$ cat config.mk
export PLATFORM = sky130hd
export DESIGN_NAME = aap_fetch_unit
export DESIGN_NICKNAME = d
export VERILOG_FILES = /design/src/rtl/aap_fetch_unit.sv
export SDC_FILE = /design/constraint.sdc
export NUM_CORES = 1
export LEC_CHECK = 0
export CORE_MARGIN = 5
export CORE_UTILIZATION = 45
export DETAILED_ROUTE_END_ITERATION = 10
export PLACE_DENSITY = 0.73
export SYNTH_ARGS = -nofsm -noshare
export SYNTH_HDL_FRONTEND = slang
export SYNTH_SLANG_ARGS = --single-unit
export TNS_END_PERCENT = 1
$ cat constraint.sdc
create_clock -name clk -period 2.85 [get_ports clk]
set_input_delay 0.855 -clock clk [delete_from_list [all_inputs] [get_ports clk]]
set_output_delay 0.855 -clock clk [all_outputs]
set_load 0.01 [all_outputs]
$ cat src/rtl/aap_fetch_unit.sv
// aap_fetch_unit: fetches 16-bit and 32-bit instructions from halfword memory.
// Bit 15 of the first halfword marks a 32-bit instruction, and the following
// halfword supplies its upper half. A redirect overrides any fetch in flight.
module aap_fetch_unit #(
   parameter int              PC_W     = 24,
   parameter logic [PC_W-1:0] RESET_PC = '0
) (
   input  logic            clk,
   input  logic            rst_n,
   input  logic            redirect_valid,
   input  logic [PC_W-1:0] redirect_pc,
   output logic            imem_req,
   output logic [PC_W-1:0] imem_addr,
   input  logic [15:0]     imem_rdata,
   output logic            out_valid,
   input  logic            out_ready,
   output logic [31:0]     out_instr,
   output logic            out_is32,
   output logic [PC_W-1:0] out_pc
);

   typedef enum logic [2:0] {S_IDLE, S_REQ, S_LO, S_HI, S_OUT} state_t;

   state_t            state_q, state_d;
   logic [PC_W-1:0]   pc_q, pc_d;
   logic [15:0]       lo_q, lo_d;
   logic              out_valid_q, out_valid_d;
   logic [31:0]       out_instr_q, out_instr_d;
   logic              out_is32_q, out_is32_d;
   logic [PC_W-1:0]   out_pc_q, out_pc_d;

   // State register; reset returns to IDLE so a new fetch starts from RESET_PC
   always_ff @(posedge clk or negedge rst_n) begin
      if (!rst_n) state_q <= S_IDLE;
      else        state_q <= state_d;
   end

   // Next-state logic; a redirect takes priority over every other transition
   always_comb begin
      state_d = state_q;
      case (state_q)
         S_IDLE:  state_d = S_REQ;
         S_REQ:   state_d = S_LO;
         S_LO:    state_d = imem_rdata[15] ? S_HI : S_OUT;
         S_HI:    state_d = S_OUT;
         S_OUT:   if (out_ready) state_d = S_LO;
         default: state_d = S_IDLE;
      endcase
      if (redirect_valid) state_d = S_REQ;
   end

   // Memory request strobe and address, combinational so each read issues
   // in the same cycle as the decision to make it
   always_comb begin
      imem_req  = 1'b0;
      imem_addr = '0;
      case (state_q)
         S_REQ: begin
            imem_req  = 1'b1;
            imem_addr = pc_q;
         end
         S_LO: if (imem_rdata[15]) begin
            imem_req  = 1'b1;
            imem_addr = pc_q + PC_W'(1);
         end
         S_OUT: if (out_ready) begin
            imem_req  = 1'b1;
            imem_addr = pc_q;
         end
         default: ;
      endcase
   end

   // Datapath updates: assemble the instruction, advance the PC and track the output handshake
   always_comb begin
      pc_d        = pc_q;
      lo_d        = lo_q;
      out_valid_d = out_valid_q;
      out_instr_d = out_instr_q;
      out_is32_d  = out_is32_q;
      out_pc_d    = out_pc_q;
      if (redirect_valid) begin
         // Any halfword returning this cycle belongs to the abandoned path
         pc_d        = redirect_pc;
         out_valid_d = 1'b0;
      end else begin
         case (state_q)
            S_LO: begin
               if (imem_rdata[15]) begin
                  lo_d = imem_rdata;
               end else begin
                  out_instr_d = {16'h0000, imem_rdata};
                  out_is32_d  = 1'b0;
                  out_pc_d    = pc_q;
                  pc_d        = pc_q + PC_W'(1);
                  out_valid_d = 1'b1;
               end
            end
            S_HI: begin
               out_instr_d = {imem_rdata, lo_q};
               out_is32_d  = 1'b1;
               out_pc_d    = pc_q;
               pc_d        = pc_q + PC_W'(2);
               out_valid_d = 1'b1;
            end
            S_OUT: if (out_ready) out_valid_d = 1'b0;
            default: ;
         endcase
      end
   end

   // Datapath registers; reset discards any partially assembled instruction
   always_ff @(posedge clk or negedge rst_n) begin
      if (!rst_n) begin
         pc_q        <= RESET_PC;
         lo_q        <= '0;
         out_valid_q <= 1'b0;
         out_instr_q <= '0;
         out_is32_q  <= 1'b0;
         out_pc_q    <= '0;
      end else begin
         pc_q        <= pc_d;
         lo_q        <= lo_d;
         out_valid_q <= out_valid_d;
         out_instr_q <= out_instr_d;
         out_is32_q  <= out_is32_d;
         out_pc_q    <= out_pc_d;
      end
   end

   assign out_valid = out_valid_q;
   assign out_instr = out_instr_q;
   assign out_is32  = out_is32_q;
   assign out_pc    = out_pc_q;

endmodule

== Yosys cells after proc, flatten, opt, wreduce, memory -nomap -nowiden ==
Index checks and enable logic that the tools add are counted.
Storage, ports and cells
  register bits: 101
  input port bits: 44
  output and inout bits: 83
  word-level logic and storage cells: 48
Cells by class
  add/subtract/negate cells: 2
  equality and inequality tests: 7
  mux-type cells: 23
  bitwise logic cells: 1
  reductions and logical operators: 8
Operators with widths (number)
  $mux 24: 5
  $pmux 24 s2: 2
  $pmux 24 s3: 1
  $pmux 32 s2: 1
  $mux 32: 1
  $add 24x1->24 const B: 1
  $add 24x2->24 const B: 1
  $pmux 3 s5: 1
  $mux 3: 3
  $reduce_and 3->1: 3
  $eq 3x2->1 const B: 2
  $mux 1: 6
  $ne 3x3->1 const B: 2
  $pmux 1 s3: 2
  $reduce_bool 4->1: 1
  $eq 3x1->1 const B: 1
  $eq 3x3->1 const B: 1
  $logic_not 3->1: 1
  $reduce_bool 3->1: 1
  $ne 2x2->1 const B: 1
  $pmux 1 s2: 1
  $reduce_and 2->1: 1
  $reduce_bool 2->1: 1
  $not 1->1: 1

== Longest topological paths before layout ==
Gate-level depths: netlist of run 1.
  depth in word-level cells: 4
  depth in mapped cells: 7
  depth with buffers taken out: 6

== Worst setup path after synthesis of run 1 ==
No wires, ideal clock.
  path type: input-to-output
  start: input port imem_rdata[15]
  end: output port imem_addr[5]
  arrival: 1.984 ns
  data required time: 1.995 ns
  setup slack: 0.011 ns
  stages: 4
  path buffers: 1
  path through: nor2b_1 > nand2_1 > clkbuf_1 > o41ai_1
On the way
  longest elaborated chain between the ends: 2
RTL lines
  start: declaration: RTL line 14  | input logic [15:0] imem_rdata,
  $mux 24: RTL line 62  | S_LO: if (imem_rdata[15]) begin
  $pmux 24 s3: RTL line 57  | case (state_q)
  end: declaration: RTL line 13  | output logic [PC_W-1:0] imem_addr,
No other way between the ends.

== Worst setup path in the final report of run 1 ==
  start: register pc_q[5]
  end: output port imem_addr[8]
On the way
  longest elaborated chain between the ends: 3
RTL lines
  start: declaration: RTL line 25  | logic [PC_W-1:0] pc_q, pc_d;
  start signal: assignment: RTL line 122  | pc_q <= pc_d;
  $add 24x1->24: RTL line 64  | imem_addr = pc_q + PC_W'(1);
  $mux 24: RTL line 62
  $pmux 24 s3: RTL line 57
No other way between the ends.

==> results of run 1 <==
==> metal layers <==
metal,share of wire [%],up-vias,GRT usage [%]
li1,-,2288,-
met2,48,157,38.1
met5,0,-,0
met4,1.8,0,7.76
met3,8.3,19,6.93
met1,42,2347,28.8
==> registers in the layout, indices dropped and copies added, names as in the netlist <==
signal / flops
lo_q: 16
out_instr: 32
out_is32: 1
out_pc: 24
pc_q: 24
out_valid: 1
state_q: 3
==> logic make-up (layout without fill, tap and decap cells) <==
logic type,Yosys count,in the layout,synth area share [%]
compound gates,148,148,17.4
xor+xnor,18,18,3.03
fa+ha+maj,2,2,0.482
buf+inv,42,242,3.52
flops,101,101,48.7
mux,53,53,11.1
simple gates,158,158,15.8
==> cells in the mapped netlist (all sizes together) (2+ instances only) <==
cell,number
dfrtp,101
o21ai,75
nand2,65
mux2,37
clkbuf,24
nor2,21
a22o,18
a21oi,17
mux2i,16
nand3,15
buf,12
o31ai,12
nand4,10
xnor2,10
nor3,8
xor2,8
a31oi,7
inv,6
nand2b,6
nor4,6
and3,5
and4,5
or3,5
a21o,4
nor2b,3
o21a,3
a211oi,2
and2,2
ha,2
o31a,2
or2,2
==> power breakdown <==
group	leakage [nW]	switching [mW]	internal (mW)
sequential	1.25	0.246	1.86
combinational	1.89	0.819	1.10
clock	0.143	0.549	0.711
==> critical path: cells and delay by family, from the launching register on <==
kind,cells,cell delay (ns)
compound gates,3,0.36
buf+inv,3,0.62
flops,1,0.42
simple gates,2,0.35
==> area by class of cell <==
type,count,area [sq um],area share (%)
Multi-Input combinational cell,379,2620,34.6
Sequential cell,101,2530,33.3
Timing Repair Buffer,220,1930,25.4
Clock buffer,12,246,3.25
Tap cell,143,179,2.36
Clock inverter,4,55.1,0.726
Inverter,6,22.5,0.297
==> repair_timing <==
item,4_1_cts,5_1_grt
endpoints found under the setup margin,25,18
buffers inserted,4,0
hold buffers,0,0
pin swaps,10,2
endpoints found under the hold margin,0,0
gates resized for setup,146,7
gates cloned,0,0
==> worst paths after layout <==
path	from	endpoint	slack, ns	cells after the start
max	pc_q[5]	imem_addr[8]	-0.09	8
min	lo_q[15]	lo_q[15]	0.47	1
max reg2reg	pc_q[6]	pc_q[16]	0.76	7
min reg2reg	lo_q[15]	lo_q[15]	0.47	1
max in group asynchronous	rst_n	pc_q[14]	1.68	2
min in group asynchronous	rst_n	pc_q[3]	0.49	1
==> metrics.cfg, run 1 <==
[layout]
post-route-cell-area_sq_um = 7580
layout_common_cells = dfrtp_1 (101), clkdlybuf4s50_1 (98), buf_4 (86)
mostFrequentLayoutCell = dfrtp_1
n_antenna_cell = 0
area_delta_synth_final_pct = 46.0
fillers = 949
final_cells = 865
drive_gt1_share_pct = 28.7
final_util_pct = 66.7
fin_nets = 763

[status]
violations = setup timing
outcome = finished with violations

[synthesis]
avgSynthCellArea_sq_um = 9.95
synth_area_leaders = dfrtp_1 (49%), mux2_2 (8.0%), o21ai_0 (7.1%), nand2_1 (4.7%), mux2i_1 (3.1%)
synth_ff_type = dfrtp_1
synth_top_cell_by_area = dfrtp_1
synth_nets = 568
synth_area_sq_um = 5190
synthArstFlopShare_pct = 100
synth-edff-count = 0
yosysUniqueCellTypes = 55
seq_area_frac_synth_pct = 48.7
netlist_instances = 522
yosysWarnings = 0
synth_seq_cells = 101
synth_top_area_share_pct = 48.7

[clocking]
clock_tree.buffer_depth = 2
clock_latency_ns = 0.35
cts_root_buf = clkbuf_16
htree_levels = 3
cts_tree = yes
cts_buffers = 9
clk_pin_slew_ns = 0.07
clock_sinks = 101

[worst_setup_path]
crit_chain = nand2_1 -> buf_4 -> nor2_1 -> buf_4 -> a31oi_1 -> o21ai_0 -> o31ai_1 -> clkdlybuf4s15_2
end_kind = output port
required_ns = 2.00
worstPathArrival_ns = 2.09
crit_top_cell = buf_4
crit_path_start_kind = flip-flop
crit_type = flip-flop to output port
cpPeakStageDelay_ns = 0.42
path_max_fanout = 6
cp_slowest_cell = dfrtp_1

[power_and_ir_drop]
p_leak_nw = 3.28
ir_drop_uv = 448
power_density_nw_per_um2 = 696
power_mw = 5.28

[sta]
finalSetupViolations = 9
rsz0062_at_grt = true
period_minus_slack_ns = 2.94
tns_ns = -0.445
finalCritPeriodShare_pct = 103
worst_slack_ns = -0.0935
finalHoldViolCount = 0
fmax_mhz = 340
worst_clock_skew_ns = 0.00503
tightestPinTransition_ns = 0.559
hold_slack_ns = 0.470
slew_headroom_pct = 62.8
maxSlewViolCount = 0

[job]
maxCapViolCount = 0

[grt]
overflow = 0
first_global_vias = 5052
grt_pass1_wl_um = 26200
grt_max_degree = 44
antenna_found_initial = 0
grtUsageTotal_pct = 23.1

[worst_hold_path]
hp-class = flip-flop to flip-flop

[floorplanning]
die_w_um = 117
die_y_um = 117
ios = 127
rows = 39
start_util_pct = 45.7
die_area_sq_um = 13800
coreArea_sq_um = 11400

[placed_design]
gp_congestion = 0.905
dp.cells = 845
post-place-ws_ns = -0.905
io_buffers = 126
placed_area_sq_um = 7180
dp_hpwl_um = 11700

[route]
route.detailed.drc = 0
via_per_inst = 5.56
drt-total-wl_um = 15600
dr.pass1.iters = 4
drt-initial-drc-count = 265
wl_per_cell_um = 18.0
ant_nets = 0
vias = 4811

Note: power is estimated with default switching activity, not from simulation.
==> inputs of run 2 (changes only) <==
--- a/config.mk
+++ b/config.mk
@@ -8,4 +8,5 @@
 export CORE_MARGIN = 5
 export CORE_UTILIZATION = 45
+export CTS_BUF_LIST = sky130_fd_sc_hd__clkbuf_4 sky130_fd_sc_hd__clkbuf_8
 export DETAILED_ROUTE_END_ITERATION = 10
 export PLACE_DENSITY = 0.73
==> constraint.sdc (replaced) <==
create_clock -name clk -period 2.85 [get_ports clk]
set_input_delay 0.855 -clock clk [delete_from_list [all_inputs] [get_ports clk]]
set_output_delay 0.855 -clock clk [all_outputs]
set_load 0.02 [all_outputs]
==> run 2 against run 1 <==
The flow still finishes with violations (setup timing); routed wire length increased by 2.6%; critical path depth stayed put; total power increased by 1.5%; final cell count shrank 0.35%; clock skew grew 0.0060 ns; worst hold slack got worse by 0.055 ns; first-iteration DRC count is 15% higher; register-to-register slack better by 0.11 ns; design area decreased by 1.6%; critical endpoint is now imem_addr[16].
==> metrics.cfg, run 2 (synthesized netlist as in run 1, its figures left out) <==
[status]
outcome = finished with violations  ; unchanged
violations = setup timing  ; unchanged

[route]
drt-total-wl_um = 16000  ; was 15600 um
wl_per_cell_um = 18.5  ; was 18.0 um
ant_nets = 0  ; unchanged
drt-initial-drc-count = 306  ; was 265
route.detailed.drc = 0  ; unchanged
via_per_inst = 5.71  ; was 5.56
dr.pass1.iters = 5  ; was 4
vias = 4918  ; was 4811

[sta]
finalCritPeriodShare_pct = 103  ; about the same
slew_headroom_pct = 68.7  ; was 62.8%
finalSetupViolations = 16  ; was 9
period_minus_slack_ns = 2.94  ; about the same
rsz0062_at_grt = true  ; unchanged
maxSlewViolCount = 0  ; unchanged
fmax_mhz = 340  ; about the same
tightestPinTransition_ns = 0.470  ; was 0.559 ns
finalHoldViolCount = 0  ; unchanged
worst_clock_skew_ns = 0.0110  ; was 0.00503 ns
worst_slack_ns = -0.0882  ; was -0.0935 ns

[floorplanning]
die_area_sq_um = 13800  ; unchanged
coreArea_sq_um = 11400  ; unchanged
die_w_um = 117  ; unchanged
rows = 39  ; unchanged
start_util_pct = 45.7  ; unchanged
die_y_um = 117  ; unchanged
ios = 127  ; unchanged

[power_and_ir_drop]
pwr-share-clk_pct = 19.7  ; was 23.9%
p_comb_share_pct = 41.0  ; was 36.3%
netSwitchingFraction_pct = 35.0  ; was 30.6%
ir_drop_uv = 419  ; was 448 uV
power_mw = 5.36  ; was 5.28 mW
p_leak_nw = 3.23  ; was 3.28 nW
power_density_nw_per_um2 = 718  ; was 696 nW/um^2
pwr-share-seq_pct = 39.3  ; was 39.9%
p_int_mw = 3.48  ; was 3.67 mW
switchingPower_mw = 1.87  ; was 1.61 mW

[worst_setup_path]
required_ns = 2.00  ; about the same
crit_path_start_kind = flip-flop  ; unchanged
path_max_fanout = 9  ; was 6
worstPathArrival_ns = 2.08  ; was 2.09 ns
crit_buf_inv = 3  ; unchanged
crit_family = buffers and inverters  ; unchanged
end_kind = output port  ; unchanged
crit_type = flip-flop to output port  ; unchanged
crit_chain = nand4_2 -> buf_6 -> nor3_1 -> buf_4 -> a31oi_1 -> o21ai_0 -> o21ai_0 -> buf_2  ; was nand2_1 -> buf_4 -> nor2_1 -> buf_4 -> a31oi_1 -> o21ai_0 -> o31ai_1 -> clkdlybuf4s15_2
cpPeakStageDelay_ns = 0.38  ; was 0.42 ns
cp_slowest_cell = dfrtp_1  ; unchanged
crit_top_cell = o21ai_0  ; was buf_4

[grt]
grtUsageTotal_pct = 23.2  ; was 23.1%
first_global_vias = 5249  ; was 5052
met2_usage_pct = 38.0  ; was 38.1%
met3_usage_pct = 6.74  ; was 6.93%
busiest_layer = met2  ; unchanged
grt_max_degree = 57  ; was 44
antenna_found_initial = 0  ; unchanged
overflow = 0  ; unchanged
use_met1_pct = 29.2  ; was 28.8%
grt_pass1_wl_um = 26600  ; was 26200 um

[layout]
layout_common_cells = dfrtp_1 (99), clkdlybuf4s50_1 (98), buf_4 (92)  ; was dfrtp_1 (101), clkdlybuf4s50_1 (98), buf_4 (86)
fin_nets = 760  ; was 763
mostFrequentLayoutCell = dfrtp_1  ; unchanged
post-route-cell-area_sq_um = 7460  ; was 7580 sq um
final_util_pct = 65.6  ; was 66.7%
drive_gt1_share_pct = 28.4  ; was 28.7%
n_antenna_cell = 0  ; unchanged
largest_reg_flops = 32  ; unchanged
area_delta_synth_final_pct = 43.7  ; was 46.0%

[clocking]
clock_sinks = 101  ; unchanged
htree_levels = 3  ; unchanged
clock_tree.buffer_depth = 2  ; unchanged
cts_root_buf = clkbuf_8  ; was clkbuf_16
cts_buffers = 9  ; unchanged
clock_latency_ns = 0.38  ; was 0.35 ns
clk_pin_slew_ns = 0.10  ; was 0.07 ns
cts_tree = yes  ; unchanged

[worst_hold_path]
hp-class = input pin to async pin  ; was flip-flop to flip-flop

[placed_design]
dp_hpwl_um = 11400  ; was 11700 um
gp_congestion = 0.929  ; was 0.905
placed_area_sq_um = 7180  ; about the same
io_buffers = 126  ; unchanged

[job]
maxCapViolCount = 0  ; unchanged

run 2: cell types whose count changed in the layout (fill, tap and decap cells not counted), moves of 2 or more:
| cell | delta |
|---|---|
| clkbuf_16 | -9 |
| clkbuf_8 | +9 |
| buf_4 | +6 |
| clkdlybuf4s15_2 | -6 |
| o31ai_1 | +3 |
| o31ai_2 | -3 |
| buf_2 | -2 |
| clkbuf_1 | -2 |
| dfrtp_1 | -2 |
| dfrtp_2 | +2 |
| dlygate4sd2_1 | -2 |
| nand2_1 | +2 |
| nand3_2 | -2 |
run 2: through the flow:
stage | cells | worst slack, ns | TNS [ns] | hold WS, ns
floorplan | 522 | -0.101 | -0.914 | 0.441
detailed placement | 840 | -0.993 | -22.55 | 0.471
finish | 862 | -0.0882 | -0.680 | 0.415
CTS | 861 | -0.209 | -1.77 | 0.419
global placement | 840 | -0.924 | -21.16 | 0.454
global route | 862 | -0.192 | -2.54 | 0.436
run 2: worst paths after layout:
path / to / slack, ns / cells past startpoint / from
hold / removal: out_pc[5] / 0.42 / 1 / rst_n
setup reg to reg: pc_q[23] / 0.87 / 9 / pc_q[7]
hold reg to reg: out_is32 / 0.48 / 1 / out_is32
min in group clk: out_is32 / 0.48 / 1 / out_is32
max in group asynchronous: lo_q[13] / 1.74 / 2 / rst_n
setup / recovery: imem_addr[16] / -0.09 / 8 / pc_q[7]
run 2: power groups by stage:
stage	sequential (mW)	clock [mW]	combinational (mW)
CTS	2.11	1.07	2.20
global route	2.17	1.13	2.35
finish	2.11	1.05	2.20
detailed placement	2.12	0	2.20
floorplan	2.49	0	0.682
global placement	2.10	0	2.16
run 2: routing by layer:
| layer | share of wire (%) | routed length [um] | vias to the layer above |
|---|---|---|---|
| met5 | 0 | 0 | - |
| met4 | 2.4 | 384 | 0 |
| met3 | 8.5 | 1350 | 35 |
| met2 | 48 | 7610 | 204 |
| met1 | 42 | 6630 | 2414 |
| li1 | - | - | 2265 |
run 2: layout make-up:
cell class	instances	area, sq um
Fill cell	941	3910
Multi-Input combinational cell	379	2610
Sequential cell	101	2530
Timing Repair Buffer	217	1900
Tap cell	143	179
Clock buffer	11	145
Clock inverter	5	82.6
Inverter	6	22.5
run 2: timing repair:
action / CTS / global route
pin swaps: 7 / 8
hold buffers: 0 / 0
gates cloned: 2 / 0
buffers inserted: 3 / 1
gates resized for setup: 147 / 32
endpoints found under the setup margin: 25 / 24
==> inputs of run 3 (changes only) <==
REMOVE_ABC_BUFFERS = 1   (was default)
==> run 3 against run 2 <==
Utilization grew 0.80 points; global-route usage decreased by 0.57 points; the run still ends with setup timing left; sequential cell count unchanged; largest cell class unchanged; non-clock buffer count shrank 2; first-iteration DRC count down 1.6%; critical path depth down 1; via count down 2.0%; highest routed layer unchanged; design area up 1.2%; sequential power hardly changed; die area unchanged.
==> metrics.cfg, run 3 (synthesized netlist as in run 1, its figures left out) <==
[clocking]
clock_latency_ns = 0.37  ; was 0.38 ns
cts_tree = yes  ; unchanged
cts_root_buf = clkbuf_8  ; unchanged
clock_sinks = 101  ; unchanged
clk_pin_slew_ns = 0.10  ; about the same
clock_tree.buffer_depth = 2  ; unchanged
cts_buffers = 9  ; unchanged
htree_levels = 3  ; unchanged

[sta]
finalHoldViolCount = 0  ; unchanged
finalCritPeriodShare_pct = 107  ; was 103%
maxSlewViolCount = 0  ; unchanged
finalSetupViolations = 23  ; was 16
tightestPinTransition_ns = 0.797  ; was 0.470 ns
worst_clock_skew_ns = 0.00745  ; was 0.0110 ns
slew_headroom_pct = 46.9  ; was 68.7%
worst_slack_ns = -0.207  ; was -0.0882 ns
period_minus_slack_ns = 3.06  ; was 2.94 ns
rsz0062_at_grt = true  ; unchanged
fmax_mhz = 327  ; was 340 MHz

[grt]
grtUsageTotal_pct = 22.6  ; was 23.2%
overflow = 0  ; unchanged
antenna_found_initial = 0  ; unchanged
first_global_vias = 5008  ; was 5249
grt_pass1_wl_um = 25800  ; was 26600 um
grt_max_degree = 66  ; was 57

[power_and_ir_drop]
power_density_nw_per_um2 = 710  ; was 718 nW/um^2
p_int_mw = 3.50  ; was 3.48 mW
netSwitchingFraction_pct = 34.8  ; was 35.0%
p_leak_nw = 3.28  ; was 3.23 nW
switchingPower_mw = 1.87  ; about the same
pwr-share-clk_pct = 19.3  ; was 19.7%
pwr-share-seq_pct = 39.2  ; was 39.3%
p_comb_share_pct = 41.5  ; was 41.0%
ir_drop_uv = 450  ; was 419 uV

[layout]
mostFrequentLayoutCell = dfrtp_1  ; unchanged
layout_common_cells = dfrtp_1 (101), clkdlybuf4s50_1 (98), buf_4 (86)  ; was dfrtp_1 (99), clkdlybuf4s50_1 (98), buf_4 (92)
n_antenna_cell = 0  ; unchanged
fin_nets = 758  ; was 760
area_delta_synth_final_pct = 45.4  ; was 43.7%
largest_reg_flops = 32  ; unchanged
drive_gt1_share_pct = 27.9  ; was 28.4%
final_util_pct = 66.4  ; was 65.6%
post-route-cell-area_sq_um = 7550  ; was 7460 sq um

[worst_setup_path]
rrSetupSlack_ns = 0.75  ; was 0.87 ns
cpPeakStageDelay_ns = 0.44  ; was 0.38 ns
required_ns = 2.00  ; about the same
r2r_end = pc_q[20]  ; was pc_q[23]
cp_slowest_cell = dfrtp_1  ; unchanged
end_kind = output port  ; unchanged
rr_startpoint = state_q[0]  ; was pc_q[7]
path_max_fanout = 5  ; was 9
crit_chain = ha_4 -> nand4_1 -> nor4_4 -> nand4_1 -> a21o_1 -> a21o_1 -> buf_6  ; was nand4_2 -> buf_6 -> nor3_1 -> buf_4 -> a31oi_1 -> o21ai_0 -> o21ai_0 -> buf_2
crit_type = flip-flop to output port  ; unchanged
worstPathArrival_ns = 2.20  ; was 2.08 ns
crit_family = simple AND/OR/NAND/NOR gates  ; was buffers and inverters
crit_buf_inv = 1  ; was 3
crit_path_start_kind = flip-flop  ; unchanged
reg2reg_depth = 6  ; was 9

[floorplanning]
coreArea_sq_um = 11400  ; unchanged
die_y_um = 117  ; unchanged
rows = 39  ; unchanged
ios = 127  ; unchanged
die_area_sq_um = 13800  ; unchanged
die_w_um = 117  ; unchanged
start_util_pct = 45.7  ; unchanged

[placed_design]
gp_congestion = 0.886  ; was 0.929
placed_area_sq_um = 7190  ; was 7180 sq um
dp_hpwl_um = 11000  ; was 11400 um
io_buffers = 126  ; unchanged

[route]
dr.pass1.iters = 5  ; unchanged
via_per_inst = 5.60  ; was 5.71
wl_per_cell_um = 18.2  ; was 18.5 um
drt-total-wl_um = 15600  ; was 16000 um
vias = 4818  ; was 4918
drt-initial-drc-count = 301  ; was 306
ant_nets = 0  ; unchanged
route.detailed.drc = 0  ; unchanged

[worst_hold_path]
hp-class = input pin to async pin  ; unchanged

[status]
violations = setup timing  ; unchanged
outcome = finished with violations  ; unchanged

[job]
maxCapViolCount = 0  ; unchanged

## run 3: layout make-up
type	count	area [sq um]
flip-flops and latches	101	2530
inverters	6	22.5
clock inverters	6	93.8
multi-input cells	379	2620
repair buffers	215	1980
fillers	936	3810
clock buffers	10	131
well taps	143	179
## run 3: how the worst max path moves through the flow
stage,cells past startpoint,start,endpoint
5_1_grt,7,pc_q[1],imem_addr[17]
2_1_floorplan,5,imem_rdata[15],pc_q[20]
3_3_place_gp,8,imem_rdata[15],imem_addr[19]
4_1_cts,7,pc_q[1],imem_addr[17]
3_5_place_dp,6,imem_rdata[15],imem_addr[5]
6_report,7,pc_q[1],imem_addr[17]
## run 3: power groups by stage
| stage | logic, mW | registers, mW | clock network [mW] |
|---|---|---|---|
| after floorplan | 0.623 | 2.51 | 0 |
| after global placement | 2.15 | 2.11 | 0 |
| after detailed placement | 2.19 | 2.12 | 0 |
| after CTS | 2.24 | 2.10 | 1.06 |
| after global routing | 2.38 | 2.16 | 1.12 |
| final | 2.22 | 2.10 | 1.04 |
## run 3: metal layers
layer  track usage [%]  up-vias  share of wire (%)
met5                 0        -                  0
met4              8.34        0                2.3
met3              7.27       26                9.5
met2              35.9      215                 47
met1              29.0     2313                 42
li1                  -     2264                  -
## run 3: timing repair
item | 4_1_cts | 5_1_grt
cloned | 3 | 0
pin swaps | 15 | 2
hold buffers | 0 | 0
setup buffers | 4 | 0
resized for setup | 176 | 8
endpoints found under the setup margin | 25 | 25
## run 3: per-stage QoR
stage / cells / setup TNS (ns) / worst slack (ns) / hold WS, ns / power, mW
after global routing: 860 / -4.57 / -0.306 / 0.484 / 5.66
after detailed placement: 837 / -22.47 / -1.02 / 0.468 / 4.32
final: 860 / -2.02 / -0.207 / 0.450 / 5.36
after global placement: 837 / -22.12 / -0.987 / 0.455 / 4.26
after floorplan: 486 / -19.40 / -0.433 / 0.441 / 3.13
after CTS: 860 / -2.17 / -0.289 / 0.463 / 5.41
